### src/rtl/chacha20_xor_stream.sv
// ChaCha20 stream XOR engine: requests keystream blocks from the generator and
// XORs them word by word onto a 32-bit AXI-Stream payload (encrypt == decrypt).
module chacha20_xor_stream #(
    parameter int DATA_WIDTH = 32
) (
    input  logic                     i_aclk,
    input  logic                     i_aresetn,
    input  logic                     i_enable,
    input  logic [31:0]              i_counter_init,
    output logic                     o_ks_start,
    output logic [31:0]              o_ks_counter,
    input  logic [16*DATA_WIDTH-1:0] i_keystream,
    input  logic                     i_keystream_valid,
    input  logic [DATA_WIDTH-1:0]    i_s_tdata,
    input  logic                     i_s_tvalid,
    input  logic                     i_s_tlast,
    output logic                     o_s_tready,
    output logic [DATA_WIDTH-1:0]    o_m_tdata,
    output logic                     o_m_tvalid,
    output logic                     o_m_tlast,
    input  logic                     i_m_tready,
    output logic                     o_busy,
    output logic                     o_ks_unexpected
);

    typedef enum logic [1:0] {IDLE, REQUEST, WAIT_KS, STREAM} state_e;

    state_e                  state_q, state_d;
    logic [31:0]             ctr_q, ctr_d;
    logic [16*DATA_WIDTH-1:0] buf_q, buf_d;
    logic [3:0]              idx_q, idx_d;
    logic [DATA_WIDTH-1:0]   mdata_q, mdata_d;
    logic                    mlast_q, mlast_d;
    logic                    mvalid_q, mvalid_d;
    logic                    unexp_q, unexp_d;
    logic [DATA_WIDTH-1:0]   ks_word;
    logic                    hs;

    assign ks_word = buf_q[idx_q*DATA_WIDTH +: DATA_WIDTH];
    assign hs      = o_s_tready && i_s_tvalid;

    // State register
    always_ff @(posedge i_aclk or negedge i_aresetn) begin
        if (!i_aresetn) state_q <= IDLE;
        else            state_q <= state_d;
    end

    // Next-state logic
    always_comb begin
        state_d = state_q;
        case (state_q)
            IDLE:    if (i_enable && i_s_tvalid) state_d = REQUEST;
            REQUEST: state_d = WAIT_KS;
            WAIT_KS: if (i_keystream_valid) state_d = STREAM;
            STREAM: begin
                if (hs) begin
                    if (i_s_tlast)         state_d = IDLE;
                    else if (idx_q == 4'd15) state_d = REQUEST;
                end
            end
            default: state_d = IDLE;
        endcase
    end

    // Control outputs
    always_comb begin
        o_ks_start = (state_q == REQUEST);
        o_busy     = (state_q != IDLE);
        o_s_tready = (state_q == STREAM) && (!mvalid_q || i_m_tready);
    end

    // Datapath: counter, keystream buffer, word index and output register
    always_comb begin
        ctr_d    = ctr_q;
        buf_d    = buf_q;
        idx_d    = idx_q;
        mdata_d  = mdata_q;
        mlast_d  = mlast_q;
        mvalid_d = mvalid_q;
        unexp_d  = unexp_q || (i_keystream_valid && state_q != WAIT_KS);
        if (state_q == IDLE && i_enable && i_s_tvalid) ctr_d = i_counter_init;
        if (state_q == WAIT_KS && i_keystream_valid) begin
            buf_d = i_keystream;
            idx_d = 4'd0;
        end
        if (hs) begin
            mdata_d  = i_s_tdata ^ ks_word;
            mlast_d  = i_s_tlast;
            mvalid_d = 1'b1;
            idx_d    = idx_q + 4'd1;
            // tlast on word 15 ends the packet without fetching another block
            if (!i_s_tlast && idx_q == 4'd15) ctr_d = ctr_q + 32'd1;
        end else if (i_m_tready) begin
            mvalid_d = 1'b0;
        end
    end

    always_ff @(posedge i_aclk or negedge i_aresetn) begin
        if (!i_aresetn) begin
            ctr_q    <= '0;
            buf_q    <= '0;
            idx_q    <= '0;
            mdata_q  <= '0;
            mlast_q  <= 1'b0;
            mvalid_q <= 1'b0;
            unexp_q  <= 1'b0;
        end else begin
            ctr_q    <= ctr_d;
            buf_q    <= buf_d;
            idx_q    <= idx_d;
            mdata_q  <= mdata_d;
            mlast_q  <= mlast_d;
            mvalid_q <= mvalid_d;
            unexp_q  <= unexp_d;
        end
    end

    assign o_ks_counter    = ctr_q;
    assign o_m_tdata       = mdata_q;
    assign o_m_tlast       = mlast_q;
    assign o_m_tvalid      = mvalid_q;
    assign o_ks_unexpected = unexp_q;

endmodule

### config.mk
export PLATFORM = sky130hd
export DESIGN_NAME = chacha20_xor_stream
export DESIGN_NICKNAME = d
export VERILOG_FILES = /design/src/rtl/chacha20_xor_stream.sv
export SDC_FILE = /design/constraint.sdc
export NUM_CORES = 1
export LEC_CHECK = 0
export ABC_CLOCK_PERIOD_IN_PS = 3060
export BUFFER_PORTS_ARGS = -buffer_cell sky130_fd_sc_hd__buf_2
export CAP_MARGIN = 15
export CORE_MARGIN = 2
export CORE_UTILIZATION = 35
export CTS_CLUSTER_SIZE = 30
export DETAILED_ROUTE_END_ITERATION = 7
export GPL_ROUTABILITY_DRIVEN = 0
export GPL_TIMING_DRIVEN = 0
export PLACE_DENSITY_LB_ADDON = 0.15
export SETUP_SLACK_MARGIN = 0.1
export SYNTH_ARGS = -nofsm -noshare
export SYNTH_HDL_FRONTEND = slang
export SYNTH_SLANG_ARGS = --single-unit
### constraint.sdc
create_clock -name i_aclk -period 3.06 [get_ports i_aclk]
set_input_delay 0.153 -clock i_aclk [delete_from_list [all_inputs] [get_ports i_aclk]]
set_output_delay 0.153 -clock i_aclk [all_outputs]
set_load 0.1 [all_outputs]
# After elaboration in Yosys (flattened, before gate mapping)
# Cells that the tools add are included.
dict set report word_totals {
  word_cells 51
  regBits 585
  input_bits 583
}
dict set report classes {
  mux 13
  n_eq_ne 9
  reduce_logical 17
  n_addsub 2
  n_bitwise 1
  n_shift 1
}
# operator count
set op_table {}
lappend op_table {{$shiftx A512 B10 Y32} 1}
lappend op_table {{$mux W32} 3}
lappend op_table {{$add A32 B1 Y32 const B} 1}
lappend op_table {{$xor A32 B32 Y32} 1}
lappend op_table {{$mux W2} 5}
lappend op_table {{$logic_and A1 B1 Y1} 8}
lappend op_table {{$mux W4} 2}
lappend op_table {{$ne A2 B2 Y1 const B} 4}
lappend op_table {{$pmux W2 S4} 1}
lappend op_table {{$reduce_bool A2 Y1} 3}
lappend op_table {{$add A4 B1 Y4 const B} 1}
lappend op_table {{$eq A2 B2 Y1 const B} 2}
lappend op_table {{$eq A4 B4 Y1 const B} 1}
lappend op_table {{$reduce_and A4 Y1} 1}
lappend op_table {{$ne A3 B3 Y1 const B} 1}
lappend op_table {{$eq A2 B1 Y1 const B} 1}
lappend op_table {{$logic_not A1 Y1} 2}
lappend op_table {{$logic_not A2 Y1} 1}
lappend op_table {{$logic_or A1 B1 Y1} 2}
lappend op_table {{$mux W1} 2}

# Depth between registers and ports, before layout
dict set report logic_depth {
  ltp_word 6
  ltp_mapped 9
}

# Worst setup path before layout
# OpenSTA, ideal clock, no wires.
dict set report synth_path {
  path_kind {reg2reg}
  from {register ctr_q[0], in the netlist o_ks_counter[0]}
  to {register ctr_q[28], in the netlist o_ks_counter[28]}
  synth_period_minus_slack_ps 2923
  path_slack_ps 137
  setup_ps 94
  stages_incl_launch_ff 8
  arrival_ps 2829
  cell_sequence {dfrtp_1 ha_1 nand3_2 or4_4 buf_6 nor4_4 nand3_1 a221oi_2}
}
dict set report synth_between {
  elab_chain_len 3
}
# item line_no
set synth_rtl {}
lappend synth_rtl {{start: declaration} 29} ;# logic [31:0] ctr_q, ctr_d;
lappend synth_rtl {{start signal: assignment} 108} ;# ctr_q <= ctr_d;
lappend synth_rtl {{$add A32 B1 Y32} 92} ;# if (!i_s_tlast && idx_q == 4'd15) ctr_d = ctr_q + 32'd1;
lappend synth_rtl {{$mux W32} 92}
lappend synth_rtl {{$mux W32} 86} ;# if (hs) begin
lappend synth_rtl {{net ctr_d[28]} 29}
# The timed path passes the listed nets, and every way through them passes these cells.
# A chain may end at the register's enable or synchronous reset.

# Final worst setup path
dict set report layout_path {
  from {register idx_q[1]}
  to {register mdata_q[23], in the netlist o_m_tdata[23]}
}
dict set report layout_between {
  elab_chain_len 2
}
# item line_no
set layout_rtl {}
lappend layout_rtl {{start: declaration} 31} ;# logic [3:0] idx_q, idx_d;
lappend layout_rtl {{start signal: assignment} 110} ;# idx_q <= idx_d;
lappend layout_rtl {{$shiftx A512 B10 Y32} 39} ;# assign ks_word = buf_q[idx_q*DATA_WIDTH +: DATA_WIDTH];
lappend layout_rtl {{$xor A32 B32 Y32} 87} ;# mdata_d = i_s_tdata ^ ks_word;
lappend layout_rtl {{end signal: assignment} 111} ;# mdata_q <= mdata_d;
lappend layout_rtl {{end: declaration} 32} ;# logic [DATA_WIDTH-1:0] mdata_q, mdata_d;
# Every way passes these cells.

==> results.toml <==
[routing]
wl_per_cell_um = 25.4
drt_first_iter_violations = 1052
drcViolationCount = 0
drt_wl_total_mm = 105
num_vias = 21178
antenna_left = 0
vias_per_cell = 5.14
firstDrtPassIters = 5

[clock_network]
cts_buffers = 69
cts-htree-levels = 3
clock-sinks = 585
root_buffer = "clkbuf_16"
cts_tree = "yes"
clock_latency_ns = 0.62
postCtsSetupRepairBufs = 0
clk_path_buf_depth = 3
cts.clk_slew.worst_paths_ns = 0.06

[synthesis]
synth.cell_area_sq_um = 26400
synth.distinct_cells = 58
async_reset_ff_share_pct = 100
synthCells = 1764
synth_top_area_share_pct = 55.4
yosysWarningCount = 0
synth_ff_type = "dfrtp_1"
synth_nets = 2354
synth_area_per_cell_sq_um = 15.0
ys_ff_latch = 585
ys_seq_area_share_pct = 55.4
synthTopCellsByArea = "dfrtp_1 (55%), mux2_2 (22%), mux4_2 (11%), clkbuf_1 (1.3%), mux2i_1 (1.2%)"
yosys.area.top_type = "dfrtp_1"
synth-edff-count = 0

[power]
power_switching_w = 0.0154
total_power_w = 0.0397
pwr-share-comb_pct = 44.1
p_sw_share_pct = 38.8
power.share.clock_pct = 20.9
vdd_drop_max_mv = 0.517
power_density_nw_per_um2 = 1010
p_leak_nw = 17.3
p_int_w = 0.0243
p_seq_share_pct = 35.0

[sta]
finalSetupViolations = 0
rsz0062_at_grt = "true"
hold_viol = 0
tightest_slew_ns = 1.03
min_period_ns = 2.88
finalMaxSlewViolations = 0
max_slew_margin_pct = 31.3
fmax_mhz = 348
finClkSkew_ns = 0.0248
post-route-period-util_pct = 94.0

[placed_design]
dp_hpwl_mm = 78.0
dp_cells = 3390
port_buffers = 652

[final_layout]
register_area_sq_um = 14600
area_growth_pct = 48.8
finalNonFillerCells = 4121
multi_input_area_sq_um = 11300
final.fill_count = 6501
post-route-util_pct = 52.8
nets = 3663
drive_gt1_share_pct = 47.8

[setup_path]
arrival_ns = 3.32
setup.worst_path.end_class = "flip-flop"
cpLargestDelayFamily = "multiplexers"
max_stage_delay_ns = 0.54
cpMaxStageDelayCell = "mux4_2"
worstPathMaxFanout = 10
worst-setup-path-type = "flip-flop to flip-flop"
cp-start-kind = "flip-flop"
crit_chain = "clkbuf_1 > buf_4 > clkbuf_4 > mux4_2 > mux2i_1 > a21oi_1 > xnor2_1 > o21ai_0"
cp_num_buf_inv = 3
cp.required_ns = 3.50

[global_route]
use_met2_pct = 47.2
grt_start_max_net_pins = 123
grt_most_used_layer = "met2"
use_met3_pct = 5.80
grt_first_pass_wirelength_mm = 153
grt_antenna_before_repair = 41
grt_use_total_pct = 26.9
grt_use_met1_pct = 32.8
grt_overflow = 0
grt_pass1_vias = 23788

[floorplanning]
die_w_um = 279
core-area_sq_um = 74600
pin_count = 653
start_util_pct = 35.4
die_height_um = 279
die-area_sq_um = 77700
rows = 100

[hold_path]
holdCritPathClass = "input port to flip-flop"

[status]
status = "finished clean"

[flow_run]
drv_cap = 0
## synth_stat cells, drive strengths merged (4+ instances only)
library cell and instances:
dfrtp 585, mux2 513, mux4 128, clkbuf 93, a21oi 50, nand2 49, o21ai 46, nor2 35
o22ai 35, mux2i 33, xnor2 33, buf 29, nand3 20, nor3 13, a311oi 12, a211oi 9
inv 8, and3 7, ha 7, nand4 7, nand2b 5, and2 4, and4 4, o31ai 4
## worst min-delay path, stage by stage
cell      delay (ns)
buf_2           0.11
nand2_1         0.07
a222oi_1        0.12
o21ai_0         0.16
## metal layers
metal	part of all wire, %	vias up
met1	40	10889
li1	-	9267
met4	3.2	22
met5	0.12	-
met3	6.0	223
met2	51	777
## cell families after synthesis
group / synth area share [%]
flops: 55.4
xor+xnor: 1.13
compound gates: 4.20
buf+inv: 2.03
mux: 34.0
fa+ha+maj: 0.331
simple gates: 2.92
## sequential cells by signal, summed over array words and instances (netlist names)
| register | cells |
|---|---|
| o_ks_unexpected | 1 |
| state_q | 2 |
| o_ks_counter | 32 |
| buf_q | 512 |
| o_m_tvalid | 1 |
| o_m_tlast | 1 |
| o_m_tdata | 32 |
| idx_q | 4 |
## cells in the final DEF, fill, tap and decap left out, drive strengths merged, types with 3 or more instances in the layout
cell type	n
nor3	13
clkinv	16
and3	7
mux2	513
dlygate4sd3	581
inv	10
clkdlybuf4s15	3
mux2i	33
nor4	3
nand2	49
o221a	3
a211o	3
and4	4
buf	681
o21ai	46
a211oi	9
nand4	7
o31ai	4
and2	4
clkinvlp	4
nand3	20
a31oi	3
xnor2	33
o22ai	35
diode	27
clkbuf	193
dfrtp	585
bufinv	3
nand2b	5
ha	7
nor2	35
a311oi	12
mux4	128
a21oi	50
## power by group through the flow
stage               combinational, W  clock (W)  sequential (W)
finish                        0.0175    0.00829          0.0139
global placement              0.0164          0          0.0137
detailed placement            0.0168          0          0.0139
floorplan                    0.00947          0          0.0161
global route                  0.0186    0.00883          0.0143
CTS                           0.0175    0.00848          0.0138
## what timing repair did
| item | in CTS | in global routing |
|---|---|---|
| hold endpoints to repair | 651 | 0 |
| setup endpoints to repair | 311 | 44 |
| resized for setup | 41 | 25 |
| hold buffers | 581 | 0 |
## cell type report
type	count	area share (%)
Buffer	122	1.50
Timing Repair Buffer	1238	23.4
Sequential cell	585	37.2
Tap cell	969	3.08
Multi-Input combinational cell	1049	28.7
Clock buffer	98	5.05
Antenna cell	27	0.172
Clock inverter	25	0.725
Inverter	8	0.0763
## final timing paths
| path | from | to | cells past startpoint | slack, ns |
|---|---|---|---|---|
| min reg2reg | o_ks_unexpected$_DFF_PN0_ | o_ks_unexpected$_DFF_PN0_ | 1 | 0.47 |
| max | idx_q[1]$_DFFE_PN0P_ | o_m_tdata[23]$_DFFE_PN0P_ | 8 | 0.18 |
| max in group asynchronous | i_aresetn | buf_q[118]$_DFFE_PN0P_ | 5 | 0.97 |
| min | i_enable | state_q[1]$_DFFE_PN0P_ | 4 | 0.05 |
| max reg2reg | idx_q[1]$_DFFE_PN0P_ | o_m_tdata[23]$_DFFE_PN0P_ | 8 | 0.18 |
| min in group asynchronous | i_aresetn | buf_q[489]$_DFFE_PN0P_ | 2 | 0.15 |
## per-stage QoR
| stage | hold slack (ns) | TNS (ns) | instance area [sq um] | worst slack, ns |
|---|---|---|---|---|
| 6_report | 0.0499 | 0 | 39300 | 0.185 |
| 5_1_grt | 0.123 | 0 | 39300 | 0.0916 |
| 4_1_cts | 0.00757 | 0 | 39200 | 0.110 |
| 3_5_place_dp | 0.177 | -128.39 | 31100 | -0.861 |
| 3_3_place_gp | 0.385 | -6207.64 | 30900 | -10.54 |
| 2_1_floorplan | -0.143 | 0 | 26400 | 0.137 |
Power figures use the tool's default switching activity.
